<file path="config.mk">
export PLATFORM = sky130hd
export DESIGN_NAME = fifox_rd_arbiter
export DESIGN_NICKNAME = d
export VERILOG_FILES = /design/src/rtl/fifox_rd_arbiter_pkg.sv /design/src/rtl/fifox_rr_pick.sv /design/src/rtl/fifox_rd_arbiter.sv
export SDC_FILE = /design/constraint.sdc
export NUM_CORES = 1
export LEC_CHECK = 0
export BUFFER_PORTS_ARGS = -buffer_cell sky130_fd_sc_hd__buf_4
export CAP_MARGIN = 20
export CORE_MARGIN = 2
export CORE_UTILIZATION = 52
export CTS_CLUSTER_SIZE = 28
export DETAILED_ROUTE_END_ITERATION = 7
export GPL_TIMING_DRIVEN = 0
export PLACE_DENSITY = 0.94
export SYNTH_ARGS = -nofsm -noshare
export SYNTH_HDL_FRONTEND = slang
export SYNTH_SLANG_ARGS = --single-unit
</file>
<file path="constraint.sdc">
create_clock -name CLK -period 8.6 [get_ports CLK]
set_clock_uncertainty 0.2 [all_clocks]
set_input_delay 0.86 -clock CLK [delete_from_list [all_inputs] [get_ports CLK]]
set_output_delay 0.86 -clock CLK [all_outputs]
set_load 0.03 [all_outputs]
</file>
<file path="src/rtl/fifox_rd_arbiter_pkg.sv">
// Shared types and helpers for the FIFOX read arbiter: FSM states, width helpers and the
// round-robin search used by fifox_rr_pick.
package fifox_rd_arbiter_pkg;

    typedef enum logic [0:0] {
        StIdle,
        StBurst
    } state_e;

    // Upper bound on sources the generic search supports.
    localparam int unsigned MaxFifos = 64;
    localparam int unsigned MaxIdxW  = 6;

    typedef struct packed {
        logic               vld;
        logic [MaxIdxW-1:0] idx;
    } rr_res_t;

    function automatic int unsigned idx_width(int unsigned n);
        return (n <= 2) ? 1 : $clog2(n);
    endfunction

    function automatic int unsigned cnt_width(int unsigned max_burst);
        return $clog2(max_burst + 1);
    endfunction

    // First set bit of req[n-1:0], scanning upward from start with wrap-around.
    function automatic rr_res_t rr_pick(logic [MaxFifos-1:0] req, int unsigned start,
                                        int unsigned n);
        rr_res_t     res;
        int unsigned i;
        res = '0;
        for (int unsigned k = 0; k < MaxFifos; k++) begin
            if (k < n) begin
                i = start + k;
                if (i >= n) begin
                    i = i - n;
                end
                if (!res.vld && req[i[MaxIdxW-1:0]]) begin
                    res.vld = 1'b1;
                    res.idx = i[MaxIdxW-1:0];
                end
            end
        end
        return res;
    endfunction

endpackage

</file>
<file path="src/rtl/fifox_rr_pick.sv">
// Combinational round-robin priority encoder: first requester at or after start_i, wrapping.
module fifox_rr_pick
    import fifox_rd_arbiter_pkg::*;
#(
    parameter int unsigned N    = 4,
    parameter int unsigned IdxW = 2
) (
    input  logic [N-1:0]    req_i,
    input  logic [IdxW-1:0] start_i,
    output logic            vld_o,
    output logic [IdxW-1:0] idx_o
);

    logic [MaxFifos-1:0] req_ext;
    rr_res_t             res;
    logic                unused_idx;

    assign req_ext    = MaxFifos'(req_i);
    assign res        = rr_pick(req_ext, 32'(start_i), N);
    assign vld_o      = res.vld;
    assign idx_o      = res.idx[IdxW-1:0];
    assign unused_idx = ^res.idx;

endmodule

</file>
<file path="src/rtl/fifox_rd_arbiter.sv">
// N-to-1 bounded-burst round-robin scheduler draining FWFT FIFOX ports into a registered stream.
// Define FIFOX_RD_ARBITER_AEMPTY_PRIO_EN to favour sources whose AEMPTY is low.
module fifox_rd_arbiter
    import fifox_rd_arbiter_pkg::*;
#(
    parameter int unsigned FIFO_COUNT = 4,
    parameter int unsigned ITEM_WIDTH = 8,
    parameter int unsigned MAX_BURST  = 4
) (
    input  logic                             CLK,
    input  logic                             RESET,
    input  logic [FIFO_COUNT*ITEM_WIDTH-1:0] FIFO_DO,
    input  logic [FIFO_COUNT-1:0]            FIFO_EMPTY,
    input  logic [FIFO_COUNT-1:0]            FIFO_AEMPTY,
    output logic [FIFO_COUNT-1:0]            FIFO_RD,
    output logic [ITEM_WIDTH-1:0]            TX_DATA,
    output logic [idx_width(FIFO_COUNT)-1:0] TX_SRC,
    output logic                             TX_VLD,
    input  logic                             TX_DST_RDY
);

    localparam int unsigned IdxW = idx_width(FIFO_COUNT);
    localparam int unsigned CntW = cnt_width(MAX_BURST);
    localparam logic [CntW-1:0] MaxCnt  = CntW'(MAX_BURST);
    localparam logic [IdxW-1:0] LastIdx = IdxW'(FIFO_COUNT - 1);

    state_e                state_q, state_d;
    logic [IdxW-1:0]       cur_q, cur_d;
    logic [IdxW-1:0]       last_q, last_d;
    logic [CntW-1:0]       cnt_q, cnt_d;
    logic                  tx_vld_q, tx_vld_d;
    logic [ITEM_WIDTH-1:0] tx_data_q, tx_data_d;
    logic [IdxW-1:0]       tx_src_q, tx_src_d;

    logic [ITEM_WIDTH-1:0] fifo_do_arr [FIFO_COUNT];
    logic [FIFO_COUNT-1:0] nonempty;
    logic [IdxW-1:0]       base_idx, start_idx, grant;
    logic                  pick_vld, yield, continue_burst, can_pop, pop;
    logic [IdxW-1:0]       pick_idx;

    for (genvar i = 0; i < FIFO_COUNT; i++) begin : g_unpack
        assign fifo_do_arr[i] = FIFO_DO[i*ITEM_WIDTH +: ITEM_WIDTH];
    end

    assign nonempty  = ~FIFO_EMPTY;
    // In a burst last == cur, so one start point serves both IDLE and re-arbitration; the
    // current owner comes last in the scan and so only wins when it is alone.
    assign base_idx  = (state_q == StBurst) ? cur_q : last_q;
    assign start_idx = (base_idx == LastIdx) ? '0 : base_idx + IdxW'(1);

`ifdef FIFOX_RD_ARBITER_AEMPTY_PRIO_EN
    logic            hi_vld, lo_vld;
    logic [IdxW-1:0] hi_idx, lo_idx;

    fifox_rr_pick #(
        .N    (FIFO_COUNT),
        .IdxW (IdxW)
    ) u_pick_hi (
        .req_i   (nonempty & ~FIFO_AEMPTY),
        .start_i (start_idx),
        .vld_o   (hi_vld),
        .idx_o   (hi_idx)
    );

    fifox_rr_pick #(
        .N    (FIFO_COUNT),
        .IdxW (IdxW)
    ) u_pick_lo (
        .req_i   (nonempty),
        .start_i (start_idx),
        .vld_o   (lo_vld),
        .idx_o   (lo_idx)
    );

    assign pick_vld = hi_vld | lo_vld;
    assign pick_idx = hi_vld ? hi_idx : lo_idx;
    // cur is excluded from the high mask while AEMPTY, so hi_vld means another healthy source.
    assign yield    = FIFO_AEMPTY[cur_q] & hi_vld;
`else
    logic unused_aempty;

    fifox_rr_pick #(
        .N    (FIFO_COUNT),
        .IdxW (IdxW)
    ) u_pick (
        .req_i   (nonempty),
        .start_i (start_idx),
        .vld_o   (pick_vld),
        .idx_o   (pick_idx)
    );

    assign yield         = 1'b0;
    assign unused_aempty = ^FIFO_AEMPTY;
`endif

    assign continue_burst = (state_q == StBurst) && nonempty[cur_q] && (cnt_q < MaxCnt) && !yield;
    assign grant          = continue_burst ? cur_q : pick_idx;
    assign can_pop        = !tx_vld_q || TX_DST_RDY;
    assign pop            = (continue_burst || pick_vld) && can_pop && !RESET;
    assign FIFO_RD        = pop ? (FIFO_COUNT'(1) << grant) : '0;

    always_comb begin
        state_d   = state_q;
        cur_d     = cur_q;
        last_d    = last_q;
        cnt_d     = cnt_q;
        tx_vld_d  = tx_vld_q;
        tx_data_d = tx_data_q;
        tx_src_d  = tx_src_q;
        if (pop) begin
            tx_vld_d  = 1'b1;
            tx_data_d = fifo_do_arr[grant];
            tx_src_d  = grant;
            last_d    = grant;
            state_d   = StBurst;
            if (continue_burst) begin
                cnt_d = cnt_q + CntW'(1);
            end else begin
                cur_d = grant;
                cnt_d = CntW'(1);
            end
        end else begin
            if (TX_DST_RDY) begin
                tx_vld_d = 1'b0;
            end
            // Free to pop yet nothing popped: every source is empty.
            if (can_pop) begin
                state_d = StIdle;
                cnt_d   = '0;
            end
        end
    end

    always_ff @(posedge CLK or posedge RESET) begin
        if (RESET) begin
            state_q   <= StIdle;
            cur_q     <= '0;
            last_q    <= LastIdx;
            cnt_q     <= '0;
            tx_vld_q  <= 1'b0;
            tx_data_q <= '0;
            tx_src_q  <= '0;
        end else begin
            state_q   <= state_d;
            cur_q     <= cur_d;
            last_q    <= last_d;
            cnt_q     <= cnt_d;
            tx_vld_q  <= tx_vld_d;
            tx_data_q <= tx_data_d;
            tx_src_q  <= tx_src_d;
        end
    end

    assign TX_VLD  = tx_vld_q;
    assign TX_DATA = tx_data_q;
    assign TX_SRC  = tx_src_q;

endmodule

</file>
==> impl_metrics.yaml, run 1 <==
synthesis:
  synth_edf_count: 0
  synth.most_common_cell: "nand2_1"
  synth-simple-area-share_pct: 18.1
  synth.area.mux_share_pct: 21.3
  synthTopCellsByCount: "nand2_1, mux2i_1, dfrtp_1"
  synth-compound-area-share_pct: 16.5
  ys_seq_elements: 19
  synth_cells: 153
  synth.area.top_cells: "dfrtp_1, mux2i_1, nand2_1"
  yosysUniqueCellTypes: 40
  async_reset_ff_share_pct: 100
  synth_area_per_cell_um2: 9.51
  synth_fp_nets: 202
  synth-main-ff-cell: "dfrtp_1"
  yosys.area.top_type: "dfrtp_1"
  yosysWarnings: 0
  yosys.area_share.xor_xnor_pct: 0
  synth_fa_ha_area_share_pct: 5.16
  syn_area_mm2: 0.00146
  synth_top_family_by_area: "multiplexers"
  ys_seq_area_share_pct: 32.8
  synth_top_area_share_pct: 29.2
worst_setup_path:
  end_kind: "output port"
  crit_fanout: 12
  critPathKind: "reg2out"
  crit_path_start_kind: "register"
  cp.arrival_ns: 3.40
  crit_chain: "mux2i_1 > buf_4 > ha_1 > clkbuf_1 > mux2_2 > nand2_1 > a32o_1 > mux2i_1 > buf_2 > nor3b_1 > buf_4"
  required_ns: 7.54
  crit_slowest_cell: "dfrtp_1"
  r2r-end: "TX_DATA[2]"
  reg2reg_slack_ns: 5.30
  r2r_start: "state_q"
  cp_slowest_stage_delay_ns: 0.46
  r2r_cells: 11
timing:
  max_freq_ghz: 0.224
  rsz0062_at_grt: "no"
  worst_pin_slew_ns: 0.700
  slew_violations: 0
  fin_tns_setup_ns: 0
  period_share_pct: 51.9
  holdWs_ns: 0.265
  hold_viol_final: 0
  finalSetupViolCount: 0
  period_minus_slack_ns: 4.46
  maxSlewHeadroom_pct: 53.3
clock_tree:
  clockBufferDepth: 2
  cts_tree: "built"
  cts_buffers: 3
  path_clk_slew_ns: 0.10
  ctsHoldBuffers: 0
  cts_resized: 0
  cts.sinks: 19
  root_buffer: "clkbuf_4"
  insertion_delay_ns: 0.30
  htree_levels: 1
  post_cts_buffers: 0
finish:
  nNetsFinal: 258
  insertedDiodeCount: 0
  areaGrowthSynthToFinish_pct: 30.9
  drive_gt1_share_pct: 35.6
  stdcell_count: 239
  final_cell_area_mm2: 0.00190
floorplanning:
  dieArea_mm2: 0.00324
  core_mm2: 0.00271
  start_util_pct: 53.7
  rows: 19
  die_w_um: 56.9
  io-pin-count: 58
  dieHeight_um: 56.9
detailed_routing:
  via_per_inst: 5.67
  vias: 1355
  first_pass_iters: 4
  detail-route-antenna-nets: 0
  post_drt_wl_per_cell_um: 13.9
  drc: 0
  routed_wl_um: 3320
  drt-initial-drc-count: 57
status:
  status: "completed"
global_routing:
  grt_max_degree: 21
  grt_pass1_wl_um: 5660
  grt_pass1_vias: 1359
  antenna_found_initial: 0
  overflow: 0
  grt_usage_pct: 21.9
placement:
  placed_area_mm2: 0.00188
  io_buffers: 51
  gp_congestion: 0.920
  dp.cells: 235
  hpwl_um: 2580
pwr:
  p_leak_nw: 0.978
  power.density_mw_per_mm2: 505
  ir_drop_mv: 0.335
  finalPower_w: 0.000962
worst_hold_path:
  worstHoldPathCells: 2
  hold_class: "reg2reg"
  worstHoldEndpoint: "last_q[1]"
  min_from: "last_q[1]"
flow_run:
  drv_cap: 0
==> metal layers <==
layer / track usage (%) / up-vias / part of all wire, %
met5: 0 / - / 0
met4: 8.31 / 0 / 1.7
met3: 4.38 / 6 / 7.7
met2: 38.4 / 62 / 48
met1: 26.2 / 619 / 42
li1: - / 668 / -
==> power by group <==
part	switching, W	internal (W)	leakage, nW	total [W]
logic	0.000422	0.000327	0.728	0.000749
clock network	0.0000267	0.0000173	0.0177	0.0000440
registers	0.0000315	0.000137	0.231	0.000169
total	0.000480	0.000482	0.978	0.000962
==> cells by family (layout without fill, tap and decap cells) <==
logic type / Yosys count / count (layout)
simple gates: 52 / 52
compound gates: 31 / 31
mux: 30 / 30
flops: 19 / 19
buf+inv: 15 / 70
fa+ha+maj: 6 / 6
==> registers in the layout (all words and copies together) (netlist names) <==
register	count
TX_DATA	8
TX_SRC	2
TX_VLD	1
cnt_q	3
cur_q	2
last_q	2
state_q	1
==> worst max-delay path: cells and delay by family (launching register included) <==
family / cells / cell delay [ns]
buf+inv: 4 / 1.11
fa+ha+maj: 1 / 0.24
flops: 1 / 0.46
simple gates: 2 / 0.32
mux: 3 / 0.74
compound gates: 1 / 0.24
==> final cells by class <==
type	instances	area (um2)
Buffer	11	72.6
Clock buffer	3	22.5
Clock inverter	1	5.00
Fill cell	206	806
Inverter	4	15.0
Multi-Input combinational cell	119	890
Sequential cell	19	478
Tap cell	31	38.8
Timing Repair Buffer	51	383
==> metrics by stage <==
stage	util (%)	setup WS, ns
floorplan	-	4.36
global placement	69.3	4.58
detailed placement	69.3	4.50
CTS	70.3	4.14
global route	70.3	3.82
finish	70.3	4.14
==> worst max path at each step <==
stage,startpoint,endpoint,cells past startpoint
finish,state_q,FIFO_RD[0],11
global route,state_q,FIFO_RD[3],12
CTS,state_q,FIFO_RD[0],11
detailed placement,state_q,FIFO_RD[0],11
global placement,FIFO_EMPTY[1],FIFO_RD[1],11
floorplan,FIFO_EMPTY[1],FIFO_RD[0],10
==> cells in the final DEF (no fill, tap or decap), drive strengths merged, types with 2 or more instances in the layout <==
cell type	n
ha	6
and2	2
nand2	27
mux2	5
o221ai	8
nor2	5
a21oi	4
mux2i	25
a32oi	2
clkbuf	5
nor2b	3
o21ai	3
inv	4
nand2b	3
a21o	4
or2	2
dfrtp	17
nand3	4
o22ai	2
buf	60
dfstp	2
Power figures use the tool's default switching activity.
==> run 2, diff against run 1 <==
Settings changed: CORE_UTILIZATION 52 to 48, PLACE_DENSITY 0.94 to 0.88.
Clock period 8.6 ns to 4.3 ns, I/O delays scaled along.
==> impl_metrics.yaml, run 2 (synthesis gave the netlist of run 1 again) <==
worst_setup_path:
  end_kind: "output port"
  crit_fanout: 12
  cp.arrival_ns: 3.39
  crit_path_start_kind: "register"
  reg2reg_slack_ns: 0.95
  critPathKind: "reg2out"
  critPathLaunch: "state_q"
  r2r_start: "state_q"
  required_ns: 3.67
finish:
  areaGrowthSynthToFinish_pct: 31.0
  insertedDiodeCount: 0
  nNetsFinal: 258
  layout_common_cells: "buf_4, nand2_1, mux2i_1"
  stdcell_count: 239
  largest_register_ffs: 8
  drive_gt1_share_pct: 35.6
  final_common_cell: "buf_4"
clock_tree:
  cts.sinks: 19
  post_cts_buffers: 0
  insertion_delay_ns: 0.31
  root_buffer: "clkbuf_4"
  path_clk_slew_ns: 0.11
  cts_tree: "built"
  cts_buffers: 3
  ctsHoldBuffers: 0
  htree_levels: 1
  clockBufferDepth: 2
global_routing:
  grt_usage_pct: 24.0
  grt.met1_usage_pct: 29.6
  antenna_found_initial: 0
  top_usage_layer: "met2"
  grt_pass1_wl_um: 6410
  grtUsageMet2_pct: 41.7
  grt_max_degree: 21
  use_met3_pct: 3.28
  overflow: 0
  grt_pass1_vias: 1473
timing:
  period_share_pct: 93.4
  max_freq_ghz: 0.249
  period_minus_slack_ns: 4.02
  finalSetupViolCount: 0
  hold_viol_final: 0
  rsz0062_at_grt: "no"
  slew_violations: 0
  fin_tns_setup_ns: 0
  maxSlewHeadroom_pct: 50.4
  worst_pin_slew_ns: 0.743
worst_hold_path:
  hold_class: "in2async"
placement:
  hpwl_um: 2940
  gp_congestion: 0.930
  io_buffers: 51
  dp.cells: 235
flow_run:
  drv_cap: 0
detailed_routing:
  post_drt_wl_per_cell_um: 15.7
  drc: 0
  drt-initial-drc-count: 81
  first_pass_iters: 4
  detail-route-antenna-nets: 0
  via_per_inst: 5.92
  routed_wl_um: 3740
  vias: 1414
pwr:
  ir_drop_mv: 0.623
  p_leak_nw: 0.974
  power.density_mw_per_mm2: 1020
floorplanning:
  dieArea_mm2: 0.00349
  io-pin-count: 58
  start_util_pct: 51.4
  rows: 19
  die_w_um: 59.1
  core_mm2: 0.00283
  dieHeight_um: 59.1
status:
  status: "completed"
run 2: changes by cell type in the layout (fill, tap and decap cells not counted):
cell      before  now
buf_1          0    1
clkinv_2       1    0
mux2i_1       25   24
mux2i_2        0    1
run 2: report_power, final:
group	leakage, nW	internal, W	switching, W
combinational	0.727	0.000658	0.000857
clock	0.0150	0.0000363	0.0000582
sequential	0.231	0.000274	0.0000677
run 2: per-layer routing:
layer	vias to the layer above	share of wire [%]
li1	667	-
met1	684	42
met2	58	50
met3	5	6.4
met4	0	1.6
met5	-	0
run 2: layout make-up:
class | count | area [um2]
tap | 31 | 38.8
timing repair buffer | 51 | 383
sequential | 19 | 478
fill | 223 | 922
multi-input combinational | 119 | 893
inverter | 4 | 15.0
clock buffer | 4 | 26.3
buffer | 11 | 72.6
run 2: worst paths after layout:
path                               to  depth (start not counted)
setup reg to reg           TX_DATA[0]                         11
setup / recovery           FIFO_RD[0]                         12
min in group CLK           TX_DATA[6]                          3
max in group asynchronous   TX_SRC[0]                          2
hold / removal             TX_DATA[0]                          2
hold reg to reg             last_q[1]                          2
run 2: timing repair:
item	4_1_cts	5_1_grt
resized for setup	0	2
setup endpoints to repair	0	1
hold endpoints to repair	0	0
run 2: worst max-delay path, cell delays in order, from the launching register on:
cell and delay [ns]:
dfrtp_1 0.47, mux2i_1 0.32, buf_4 0.24, ha_1 0.31, mux2i_1 0.25, mux2i_1 0.11
a21oi_1 0.14, a211oi_1 0.07, a311o_1 0.36, buf_2 0.21, buf_6 0.16, nor3b_1 0.22
buf_4 0.20
run 2: per-stage QoR:
stage | setup WS (ns) | total power [W] | hold WS, ns | util, % | instance area [um2]
detailed placement | 0.652 | 0.00185 | 0.257 | 66.3 | 1880
CTS | 0.276 | 0.00195 | 0.0819 | 67.3 | 1900
floorplan | 0.625 | 0.00148 | 0.185 | - | 1460
global route | 0.00647 | 0.00211 | 0.108 | 67.4 | 1910
finish | 0.284 | 0.00195 | 0.0507 | 67.4 | 1910
global placement | 0.730 | 0.00179 | 0.249 | 66.3 | 1880
==> run 3, diff against run 2 <==
Settings changed: BUFFER_PORTS_ARGS -buffer_cell sky130_fd_sc_hd__buf_4 to -buffer_cell sky130_fd_sc_hd__clkbuf_2.
==> impl_metrics.yaml, run 3 (synthesis gave the netlist of run 1 again) <==
placement:
  gp_congestion: 0.860
  hpwl_um: 2580
  io_buffers: 51
detailed_routing:
  drc: 0
  first_pass_iters: 4
  vias: 1345
  via_per_inst: 5.63
  routed_wl_um: 3320
  post_drt_wl_per_cell_um: 13.9
  detail-route-antenna-nets: 0
  drt-initial-drc-count: 56
timing:
  rsz0062_at_grt: "no"
  period_minus_slack_ns: 4.08
  maxSlewHeadroom_pct: 52.3
  finalSetupViolCount: 0
  max_freq_ghz: 0.245
  hold_viol_final: 0
  worst_pin_slew_ns: 0.715
  period_share_pct: 94.9
  fin_tns_setup_ns: 0
  slew_violations: 0
clock_tree:
  path_clk_slew_ns: 0.12
  post_cts_buffers: 0
  insertion_delay_ns: 0.31
  cts_buffers: 3
  root_buffer: "clkbuf_4"
  cts_resized: 0
  cts.sinks: 19
  cts_tree: "built"
  htree_levels: 1
  ctsHoldBuffers: 0
  clockBufferDepth: 2
floorplanning:
  die_w_um: 59.1
  rows: 19
  io-pin-count: 58
  core_mm2: 0.00283
  dieArea_mm2: 0.00349
  start_util_pct: 51.4
  dieHeight_um: 59.1
finish:
  nNetsFinal: 258
  drive_gt1_share_pct: 36.1
  largest_register_ffs: 8
  layout_common_cells: "clkbuf_2, nand2_1, mux2i_1"
  insertedDiodeCount: 0
  fill_cells: 254
  areaGrowthSynthToFinish_pct: 22.4
  final_common_cell: "clkbuf_2"
global_routing:
  grt_pass1_wl_um: 5570
  antenna_found_initial: 0
  grt_max_degree: 21
  grt_usage_pct: 21.0
  overflow: 0
  grt_pass1_vias: 1271
worst_setup_path:
  cp.arrival_ns: 3.45
  critPathKind: "reg2out"
  crit_path_start_kind: "register"
  required_ns: 3.67
  r2r-end: "TX_DATA[7]"
  reg2reg_slack_ns: 0.95
  crit_fanout: 12
  end_kind: "output port"
  r2r_start: "state_q"
  r2r_cells: 11
worst_hold_path:
  hold_class: "in2async"
flow_run:
  drv_cap: 0
status:
  status: "completed"
-- run 3: layout make-up --
class / instances / area [um2] / area share (%)
Sequential cell: 19 / 478 / 26.8
Timing Repair Buffer: 51 / 255 / 14.3
Clock inverter: 1 / 7.51 / 0.422
Inverter: 4 / 15.0 / 0.843
Buffer: 11 / 73.8 / 4.15
Clock buffer: 3 / 22.5 / 1.26
Tap cell: 31 / 38.8 / 2.18
Multi-Input combinational cell: 119 / 890 / 50.0
-- run 3: layer usage --
metal | vias up | wire (um) | part of all wire (%) | track usage [%]
met1 | 616 | 1460 | 44 | 26.6
met3 | 5 | 260 | 7.8 | 3.49
li1 | 667 | - | - | -
met4 | 0 | 57 | 1.7 | 8.77
met5 | - | 0 | 0 | 0
met2 | 57 | 1540 | 47 | 35.2
-- run 3: critical path, stage by stage, from the launching register on --
cell	delay [ns]
dfrtp_1	0.46
mux2i_1	0.38
buf_4	0.25
ha_1	0.31
mux2i_1	0.23
mux2i_1	0.10
a21oi_1	0.15
a211oi_1	0.08
a311o_1	0.37
buf_2	0.21
buf_6	0.16
nor3_1	0.20
clkbuf_2	0.24
-- run 3: metrics by stage --
step	hold WS [ns]	area (um2)	util, %	worst slack, ns	instances
6_report	0.0252	1780	62.9	0.221	239
5_1_grt	0.0725	1780	62.9	0.00605	239
4_1_cts	0.0437	1780	62.9	0.179	239
3_5_place_dp	0.251	1750	61.8	0.562	235
3_3_place_gp	0.249	1750	61.8	0.629	235
2_1_floorplan	0.185	1460	-	0.625	153
-- run 3: how the worst max path moves through the flow --
stage / startpoint / end / slack (ns) / cells after the start
6_report: state_q / FIFO_RD[1] / 0.22 / 12
5_1_grt: state_q / FIFO_RD[3] / 0.006 / 12
2_1_floorplan: last_q[0] / FIFO_RD[0] / 0.62 / 10
3_5_place_dp: state_q / FIFO_RD[3] / 0.56 / 12
4_1_cts: state_q / FIFO_RD[3] / 0.18 / 12
3_3_place_gp: state_q / FIFO_RD[3] / 0.63 / 12
Power of run 3 is left out: the tool's default activity adds up to more than one toggle a clock period on the data nets, which glitch-free logic cannot reach.
